### src/rtl/camdenmil_sky25b_pkg.sv
// sky25b_pkg: shared constants and types for the camdenmil_sky25b timer/PWM block.
// Register addresses, CTRL bit positions and the CTRL register layout.
package sky25b_pkg;

   localparam logic [1:0] ADDR_CTRL   = 2'd0;
   localparam logic [1:0] ADDR_PERIOD = 2'd1;
   localparam logic [1:0] ADDR_DUTY   = 2'd2;
   localparam logic [1:0] ADDR_PRESC  = 2'd3;

   localparam int CTRL_EN      = 0;
   localparam int CTRL_ONESHOT = 1;
   localparam int CTRL_INV     = 2;
   localparam int CTRL_CLR     = 3;
   localparam int CTRL_RDSEL   = 4;

   localparam logic [7:0] UIO_OE_VAL = 8'hF0;

   typedef struct packed {
      logic [2:0] rsvd;
      logic       rdsel;
      logic       clr;
      logic       inv;
      logic       oneshot;
      logic       en;
   } ctrl_t;

   // Stored form of a CTRL write: reserved bits and the one-shot CLR strobe never persist.
   function automatic ctrl_t ctrl_from_byte(input logic [7:0] b);
      ctrl_t c;
      c      = ctrl_t'(b);
      c.rsvd = 3'b000;
      c.clr  = 1'b0;
      return c;
   endfunction

endpackage

### src/rtl/camdenmil_sky25b_if.sv
// camdenmil_sky25b_if: Tiny Tapeout style user pin bundle for the timer/PWM block.
// The master side drives ena/ui_in/uio_in; the slave (the design) drives the outputs.
interface camdenmil_sky25b_if;
   logic       ena;
   logic [7:0] ui_in;
   logic [7:0] uio_in;
   logic [7:0] uo_out;
   logic [7:0] uio_out;
   logic [7:0] uio_oe;

   modport master (output ena, ui_in, uio_in, input uo_out, uio_out, uio_oe);
   modport slave  (input ena, ui_in, uio_in, output uo_out, uio_out, uio_oe);
endinterface

### src/rtl/camdenmil_sky25b_regfile.sv
// sky25b_regfile: CTRL/PERIOD/DUTY/PRESCALE registers, write decode, CLR strobe,
// one-shot EN clearing and the readback mux.
// Build option SKY25B_PRESCALER_EN: when undefined the PRESCALE register does not
// exist, writes to address 3 are dropped and address 3 reads 8'h00.
module sky25b_regfile
   import sky25b_pkg::*;
#(
   parameter logic [7:0] PERIOD_RST = 8'hFF
) (
   input  logic       clk,
   input  logic       rst_n,
   input  logic       ena,
   input  logic       wr_en,
   input  logic [1:0] addr,
   input  logic [7:0] wdata,
   input  logic       oneshot_wrap,
   output ctrl_t      ctrl,
   output logic [7:0] period,
   output logic [7:0] duty,
`ifdef SKY25B_PRESCALER_EN
   output logic [7:0] presc,
`endif
   output logic       clr_hit,
   output logic [7:0] rdata
);

   ctrl_t      ctrl_q, ctrl_d;
   logic [7:0] period_q, period_d;
   logic [7:0] duty_q, duty_d;
`ifdef SKY25B_PRESCALER_EN
   logic [7:0] presc_q, presc_d;
`endif
   logic       wr_fire;

   assign wr_fire = ena & wr_en;
   assign clr_hit = wr_fire & (addr == ADDR_CTRL) & wdata[CTRL_CLR];

   // Next register values: one-shot wrap drops EN, a CPU write to the same register wins.
   always_comb begin
      ctrl_d   = ctrl_q;
      period_d = period_q;
      duty_d   = duty_q;
`ifdef SKY25B_PRESCALER_EN
      presc_d  = presc_q;
`endif
      if (oneshot_wrap) ctrl_d.en = 1'b0;
      if (wr_fire) begin
         case (addr)
            ADDR_CTRL:   ctrl_d   = ctrl_from_byte(wdata);
            ADDR_PERIOD: period_d = wdata;
            ADDR_DUTY:   duty_d   = wdata;
`ifdef SKY25B_PRESCALER_EN
            default:     presc_d  = wdata;
`else
            default:     ;
`endif
         endcase
      end
   end

   // Register state.
   always_ff @(posedge clk or negedge rst_n) begin
      if (!rst_n) begin
         ctrl_q   <= '0;
         period_q <= PERIOD_RST;
         duty_q   <= 8'h00;
`ifdef SKY25B_PRESCALER_EN
         presc_q  <= 8'h00;
`endif
      end else begin
         ctrl_q   <= ctrl_d;
         period_q <= period_d;
         duty_q   <= duty_d;
`ifdef SKY25B_PRESCALER_EN
         presc_q  <= presc_d;
`endif
      end
   end

   // Readback selected by the live address bits.
   always_comb begin
      case (addr)
         ADDR_CTRL:   rdata = ctrl_q;
         ADDR_PERIOD: rdata = period_q;
         ADDR_DUTY:   rdata = duty_q;
`ifdef SKY25B_PRESCALER_EN
         default:     rdata = presc_q;
`else
         default:     rdata = 8'h00;
`endif
      endcase
   end

   assign ctrl   = ctrl_q;
   assign period = period_q;
   assign duty   = duty_q;
`ifdef SKY25B_PRESCALER_EN
   assign presc  = presc_q;
`endif

endmodule

### src/rtl/camdenmil_sky25b.sv
// camdenmil_sky25b: 8-bit programmable timer/PWM peripheral on the Tiny Tapeout pin set.
// Holds the prescaler, counter, PWM compare and output mapping; registers live in
// sky25b_regfile. Build option SKY25B_PRESCALER_EN enables the PRESCALE divider;
// without it the counter ticks every enabled cycle.
module camdenmil_sky25b
   import sky25b_pkg::*;
#(
   parameter logic [7:0] PERIOD_RST = 8'hFF
) (
   input  logic                clk,
   input  logic                rst_n,
   camdenmil_sky25b_if.slave   bus
);

   ctrl_t      ctrl;
   logic [7:0] period;
   logic [7:0] duty;
   logic [7:0] rdata;
   logic       clr_hit;
   logic       tick_now;
   logic       wrap_now;
   logic [7:0] cnt_q, cnt_d;
   logic       tick_q, tick_d;
   logic       wrap_q, wrap_d;
   logic       pwm;
   logic       unused_bits;

`ifdef SKY25B_PRESCALER_EN
   logic [7:0] presc;
   logic [7:0] pre_q, pre_d;
`endif

   sky25b_regfile #(.PERIOD_RST(PERIOD_RST)) u_regfile (
      .clk          (clk),
      .rst_n        (rst_n),
      .ena          (bus.ena),
      .wr_en        (bus.uio_in[2]),
      .addr         (bus.uio_in[1:0]),
      .wdata        (bus.ui_in),
      .oneshot_wrap (wrap_now & ctrl.oneshot),
      .ctrl         (ctrl),
      .period       (period),
      .duty         (duty),
`ifdef SKY25B_PRESCALER_EN
      .presc        (presc),
`endif
      .clr_hit      (clr_hit),
      .rdata        (rdata)
   );

`ifdef SKY25B_PRESCALER_EN
   // Prescaler: count up to PRESCALE, then emit a tick and restart; CLR zeroes it.
   always_comb begin
      pre_d    = pre_q;
      tick_now = 1'b0;
      if (bus.ena) begin
         if (clr_hit) begin
            pre_d = 8'h00;
         end else if (ctrl.en) begin
            if (pre_q == presc) begin
               tick_now = 1'b1;
               pre_d    = 8'h00;
            end else begin
               pre_d = pre_q + 8'd1;
            end
         end
      end
   end

   // Prescaler state.
   always_ff @(posedge clk or negedge rst_n) begin
      if (!rst_n) pre_q <= 8'h00;
      else        pre_q <= pre_d;
   end
`else
   assign tick_now = bus.ena & ctrl.en;
`endif

   // Counter and status pulses; CLR beats a coincident tick, ena=0 freezes everything.
   always_comb begin
      cnt_d    = cnt_q;
      tick_d   = tick_q;
      wrap_d   = wrap_q;
      wrap_now = 1'b0;
      if (bus.ena) begin
         tick_d = 1'b0;
         wrap_d = 1'b0;
         if (clr_hit) begin
            cnt_d = 8'h00;
         end else if (tick_now) begin
            tick_d = 1'b1;
            if (cnt_q >= period) begin
               cnt_d    = 8'h00;
               wrap_now = 1'b1;
               wrap_d   = 1'b1;
            end else begin
               cnt_d = cnt_q + 8'd1;
            end
         end
      end
   end

   // Counter and pulse state.
   always_ff @(posedge clk or negedge rst_n) begin
      if (!rst_n) begin
         cnt_q  <= 8'h00;
         tick_q <= 1'b0;
         wrap_q <= 1'b0;
      end else begin
         cnt_q  <= cnt_d;
         tick_q <= tick_d;
         wrap_q <= wrap_d;
      end
   end

   // DUTY=0 never matches, DUTY>PERIOD always matches; INV flips polarity.
   assign pwm = (cnt_q < duty) ^ ctrl.inv;

   assign bus.uo_out  = ctrl.rdsel ? rdata : cnt_q;
   assign bus.uio_out = {ctrl.en, tick_q, wrap_q, pwm, 4'b0000};
   assign bus.uio_oe  = UIO_OE_VAL;

   // Upper uio_in bits and the non-persistent CTRL fields carry no function here.
   assign unused_bits = &{1'b0, bus.uio_in[7:3], ctrl.rsvd, ctrl.clr};

endmodule

### src/flat_wrapper.sv
// flat-port wrapper written by rule: the top's interface ports become plain ports
module camdenmil_sky25b_flat import sky25b_pkg::*;
#(
   parameter logic [7:0] PERIOD_RST = 8'hFF
)
  (clk, rst_n, bus_ena, bus_ui_in, bus_uio_in, bus_uo_out, bus_uio_out, bus_uio_oe);
  camdenmil_sky25b_if bus_i ();
  input  logic clk;
  input  logic rst_n;
  input wire logic [$bits(bus_i.ena)-1:0] bus_ena;
  input wire logic [$bits(bus_i.ui_in)-1:0] bus_ui_in;
  input wire logic [$bits(bus_i.uio_in)-1:0] bus_uio_in;
  output wire logic [$bits(bus_i.uo_out)-1:0] bus_uo_out;
  output wire logic [$bits(bus_i.uio_out)-1:0] bus_uio_out;
  output wire logic [$bits(bus_i.uio_oe)-1:0] bus_uio_oe;
  assign bus_i.ena = bus_ena;
  assign bus_i.ui_in = bus_ui_in;
  assign bus_i.uio_in = bus_uio_in;
  assign bus_uo_out = bus_i.uo_out;
  assign bus_uio_out = bus_i.uio_out;
  assign bus_uio_oe = bus_i.uio_oe;
  camdenmil_sky25b #(.PERIOD_RST(PERIOD_RST)) u_core (.clk(clk), .rst_n(rst_n), .bus(bus_i));
endmodule
### config.mk
export PLATFORM = sky130hd
export DESIGN_NAME = camdenmil_sky25b_flat
export DESIGN_NICKNAME = d
export VERILOG_FILES = /design/src/rtl/camdenmil_sky25b_pkg.sv /design/src/rtl/camdenmil_sky25b_if.sv /design/src/rtl/camdenmil_sky25b_regfile.sv /design/src/rtl/camdenmil_sky25b.sv /design/src/flat_wrapper.sv
export SDC_FILE = /design/constraint.sdc
export NUM_CORES = 1
export LEC_CHECK = 0
export CORE_UTILIZATION = 42
export DETAILED_ROUTE_END_ITERATION = 12
export PLACE_DENSITY = 0.67
export SYNTH_ARGS = -nofsm -noshare
export SYNTH_HDL_FRONTEND = slang
export SYNTH_HIERARCHICAL = 1
export SYNTH_SLANG_ARGS = --single-unit
### constraint.sdc
create_clock -name clk -period 2.9 [get_ports clk]
set_input_delay 0.435 -clock clk [delete_from_list [all_inputs] [get_ports clk]]
set_output_delay 0.435 -clock clk [all_outputs]
set_load 0.02 [all_outputs]
* Yosys cells after proc, flatten, opt, wreduce, memory -nomap -nowiden
Cells that the tools add are included.
** Word-level totals
- Register bits :: 30
- Output and inout bits :: 24
** Operators by class
- $add $sub $neg :: 1
- Magnitude comparators :: 2
- Eq/ne operators :: 2
- Muxes and demuxes :: 14
- Bitwise logic cells :: 6
- Reduce and logical (&&, ||, !) cells :: 6
** Operators by type and width (number)
- 8-bit 2-to-1 mux :: 4
- 8-bit case mux with 3 select lines :: 1
- 1-bit 2-to-1 mux :: 9
- 8-bit by 1-bit adder with 8-bit output (second input constant) :: 1
- 8-bit greater-or-equal comparator :: 1
- 8-bit < comparator :: 1
- 2-bit AND reduction :: 4
- 1-bit AND :: 5
- 2-bit by 1-bit equality test with 1-bit output (second input constant) :: 1
- 2-bit equality test (second input constant) :: 1
- 2-bit logical NOT :: 1
- 2-bit nonzero test :: 1
- 1-bit XOR :: 1

* Longest topological paths before layout
- Depth after elaboration :: 9
- Gate-level depth with buffers :: 10
- Gate-level depth less buffers :: 9

* Cells and area by module
Netlist, hierarchy kept.
** By module, submodules not included
- camdenmil_sky25b :: instances 1, cells each 137, area an instance 1112.3 um2, sequential area each 250.2 um2
- sky25b_regfile :: instances 1, cells each 67, area an instance 1012.2 um2, sequential area each 510.5 um2

* Worst setup path after synthesis
Ideal clock, no wire load.
- Path type :: register to register
- Start point :: reg u_core.u_regfile.period_q[2], in the netlist u_core/u_regfile/period[2]
- End point :: reg u_core.u_regfile.ctrl_q, in the netlist u_core/u_regfile/ctrl[0]
- Library setup time :: 0.125 ns
- Data arrival time :: 2.026 ns
- Data required time :: 2.775 ns
- Setup slack :: 0.749 ns
- Cell stages (with the launch flop) :: 11
- Path buffers :: 1
- Cell sequence :: dfstp_2 > inv_1 > ha_1 > o21a_1 > o21ai_1 > a221o_1 > buf_6 > nor2b_4 > nor3b_2 > nor2b_1 > mux2_4
** RTL lines
- from (decl) :: line camdenmil_sky25b_regfile.sv:28 : logic [7:0] period_q, period_d;
- from (signal assigned) :: line camdenmil_sky25b_regfile.sv:72 : period_q <= period_d;
- to (signal assigned) :: line camdenmil_sky25b_regfile.sv:71 : ctrl_q <= ctrl_d;
- to (decl) :: line camdenmil_sky25b_regfile.sv:27 : ctrl_t ctrl_q, ctrl_d;

* Worst setup path in the final report
- Start point :: in bus_uio_in[0]
- End point :: out bus_uo_out[3]
** On the way
- Word-level cells in the longest chain between the ends :: 3
** RTL lines
- from (decl) :: line flat_wrapper.sv:12 : input wire logic [$bits(bus_i.uio_in)-1:0] bus_uio_in;
- 2-bit equality test (tied with other cells) :: line camdenmil_sky25b_regfile.sv:82 : case (addr)
- 8-bit case mux with 3 select lines (*) :: line camdenmil_sky25b_regfile.sv:82
- net u_core.rdata[3] :: line camdenmil_sky25b.sv:18 : logic [7:0] rdata;
- 8-bit 2-to-1 mux (*) :: line camdenmil_sky25b.sv:119 : assign bus.uo_out = ctrl.rdsel ? rdata : cnt_q;
- to (decl) :: line flat_wrapper.sv:13 : output wire logic [$bits(bus_i.uo_out)-1:0] bus_uo_out;
The timed path passes the listed nets; every way through them passes the cells marked *.

==> results.txt <==
* Outcome: finished clean
- Sequential cell area: 761 sq um
- The worst register-to-register path ends at u_core/u_regfile/ctrl[0].
* Num CTS Buffers: 5
- Cell area after synthesis: 2090 sq um
* Library cell used as clock root buffer: sky130_fd_sc_hd__clkbuf_8
- The H-tree generated during clock tree synthesis spans 2 levels.
- The setup check on the worst reg-to-reg path leaves a slack of 0.57 ns.
* Critical setup path kind: primary input to primary output
- The first detailed-routing pass ran for 4 iterations.
- Setup TNS: 0 ns
- Dividing total power by cell area gives a power density of 615 nW/um^2.
- The routed layout has 1496 vias.
- STA classifies the critical path endpoint as a primary output.
- The detail route stage leaves a number of antenna-violating nets equal to 0.
- Post-place setup slack: 0.125 ns
* Worst-path clk slew: 0.06 ns
- Global routing used 17.9% of the available tracks across all layers.
* Count of unresolved DRC violations after routing: 0
- The startpoint identified for the worst hold timing path is u_core/tick_q.
* Net count reported at finish: 264
- Aggregate global routing overflow: 0
* Post-detailed-routing wire length: 4.12 mm
* Leakage power of the design: 1.12 nW
- WHS Endpoint: u_core/tick_q
* Unrepaired setup endpoints after global routing: no
- Cell count of the worst hold path: 2
- Dividing the detail-routed wire length by the instance count gives 13.9 um.
* Antenna diode instance count: 0
* Footprint of the multi-input gates: 1130 sq um
* Number of sinks on the clock net: 30
- Worst r2r src: u_core/u_regfile/period[3]
* Die Footprint: 5260 sq um
- Setup violations remaining at the end of the flow were counted as 0.
- After floorplanning, the core was divided into 25 placement rows.
* Initial cell density of the core: 44.0%
- Clock latency on the worst-skew pair: 0.28 ns
- Slew Limit Fails: 0
- Routability-driven placement finished with a final weighted congestion of 0.802.
- Using the TritonRoute via totals, the vias-per-cell ratio works out to 5.04.
- Initial antenna violation count: 0
* Achievable frequency: 361 MHz
* Design Power: 0.00150 W
- Core Region: 4750 sq um
* Commonest cells after routing, fill and taps aside: sky130_fd_sc_hd__clkdlybuf4s50_1 (25), sky130_fd_sc_hd__mux2_2 (22), sky130_fd_sc_hd__dfrtp_1 (22), sky130_fd_sc_hd__inv_1 (21), sky130_fd_sc_hd__ha_1 (16)
- After the first detailed-routing iteration, the DRC count stood at 101.
* Critical path peak fanout: 4
- After filler insertion, the fill cell instance count of the layout stands at 464.
- Chip Width: 72.6 um
- The clock passes through at most 2 buffers.
* Worst IR drop on VDD: 0.000372 V
- Across the routed clock network, the largest skew measured is 0.00433 ns.
- Share of layout cells above drive strength 1: 23.5%
* DPL Wire Length: 3.01 mm
- Cell count after synthesis: 199
- The worst path needs 2.77 ns of the cycle, external delays included.
- Post-route fraction of the period consumed by the critical path: 95.5%
* Count of hold buffers inserted by post-cts repair: 0
* CP Data Required Time: 2.47 ns
- STA classifies the critical path startpoint as a primary input.
* First-pass GRT wire length: 7.04 mm
- Worst hold margin: 0.527 ns
- Register-to-Register Path Depth: 9
- Setup slack after layout: 0.131 ns
- CP Launch Point: bus_uio_in[0]
- Final Hold Vio Count: 0
- Count of cells resized by post-cts repair: 0
- The area growth from synthesis to layout is 17.1%.
- At the worst endpoint, the arrival time is 2.33 ns.
- Largest net degree at the start of global routing: 31
- The via count of the first global-routing pass is 1521.
- During I/O placement, the number of pins put on the boundary was 43.
- Total setup buffers inserted after CTS: 0
* CTS tree: done
* Warnings from Yosys: 6
* Max-cap violations: 0
- A synthesized cell averages 10.5 sq um.
* Leading cell type in the layout, fill and taps excluded: sky130_fd_sc_hd__clkdlybuf4s50_1
- Die H: 72.6 um
- In this run the tool buffered the top-level ports with 25 buffer cells.
* Class of the tightest hold or removal check: flip-flop to flip-flop
-- per-stage QoR --
step                util (%)  cells  area, sq um
floorplan                  -    209         2130
global placement        49.8    289         2370
detailed placement      49.8    289         2370
CTS                     51.5    297         2450
global route            51.5    297         2450
finish                  51.5    297         2450
-- sequential cells by signal, summed over array words and instances, names as in the netlist --
name,count
u_core/u_regfile/duty,8
u_core/u_regfile/ctrl,4
u_core/u_regfile/period,8
u_core/cnt_q,8
u_core/wrap_q,1
u_core/tick_q,1
-- how the worst max path moves through the flow --
stage / depth (start not counted) / endpoint / slack [ns]
6_report: 6 / bus_uo_out[3] / 0.13
5_1_grt: 6 / bus_uo_out[3] / 0.005
4_1_cts: 6 / bus_uo_out[3] / 0.12
3_5_place_dp: 6 / bus_uo_out[3] / 0.12
3_3_place_gp: 6 / bus_uo_out[3] / 0.14
2_1_floorplan: 10 / u_core/u_regfile/ctrl[0] / 0.75
-- worst max-delay path: stages --
cell and delay, ns:
sky130_fd_sc_hd__clkdlybuf4s50_1 0.53, sky130_fd_sc_hd__nor2b_1 0.38, sky130_fd_sc_hd__a22o_1 0.20, sky130_fd_sc_hd__nand2_1 0.04
sky130_fd_sc_hd__o21ai_0 0.11, sky130_fd_sc_hd__clkdlybuf4s50_1 0.64
-- routing by layer --
layer / up-vias / share of wire (%) / track usage [%]
met1: 707 / 46 / 23.1
met4: 0 / 1.5 / 6.97
met5: - / 0 / 0
li1: 735 / - / -
met2: 47 / 48 / 28.7
met3: 7 / 4.9 / 4.58
-- power by group --
group          switching [W]  internal [W]  total [W]
combinational       0.000265      0.000290   0.000555
clock               0.000153      0.000170   0.000323
sequential          0.000102      0.000525   0.000626
-- final cells by class --
class / count / share of cell area (%)
inverters: 21 / 3.22
flip-flops and latches: 30 / 31.1
clock buffers: 8 / 3.27
repair buffers: 33 / 12.7
well taps: 67 / 3.43
multi-input cells: 138 / 46.3
Power figures use the tool's default switching activity.
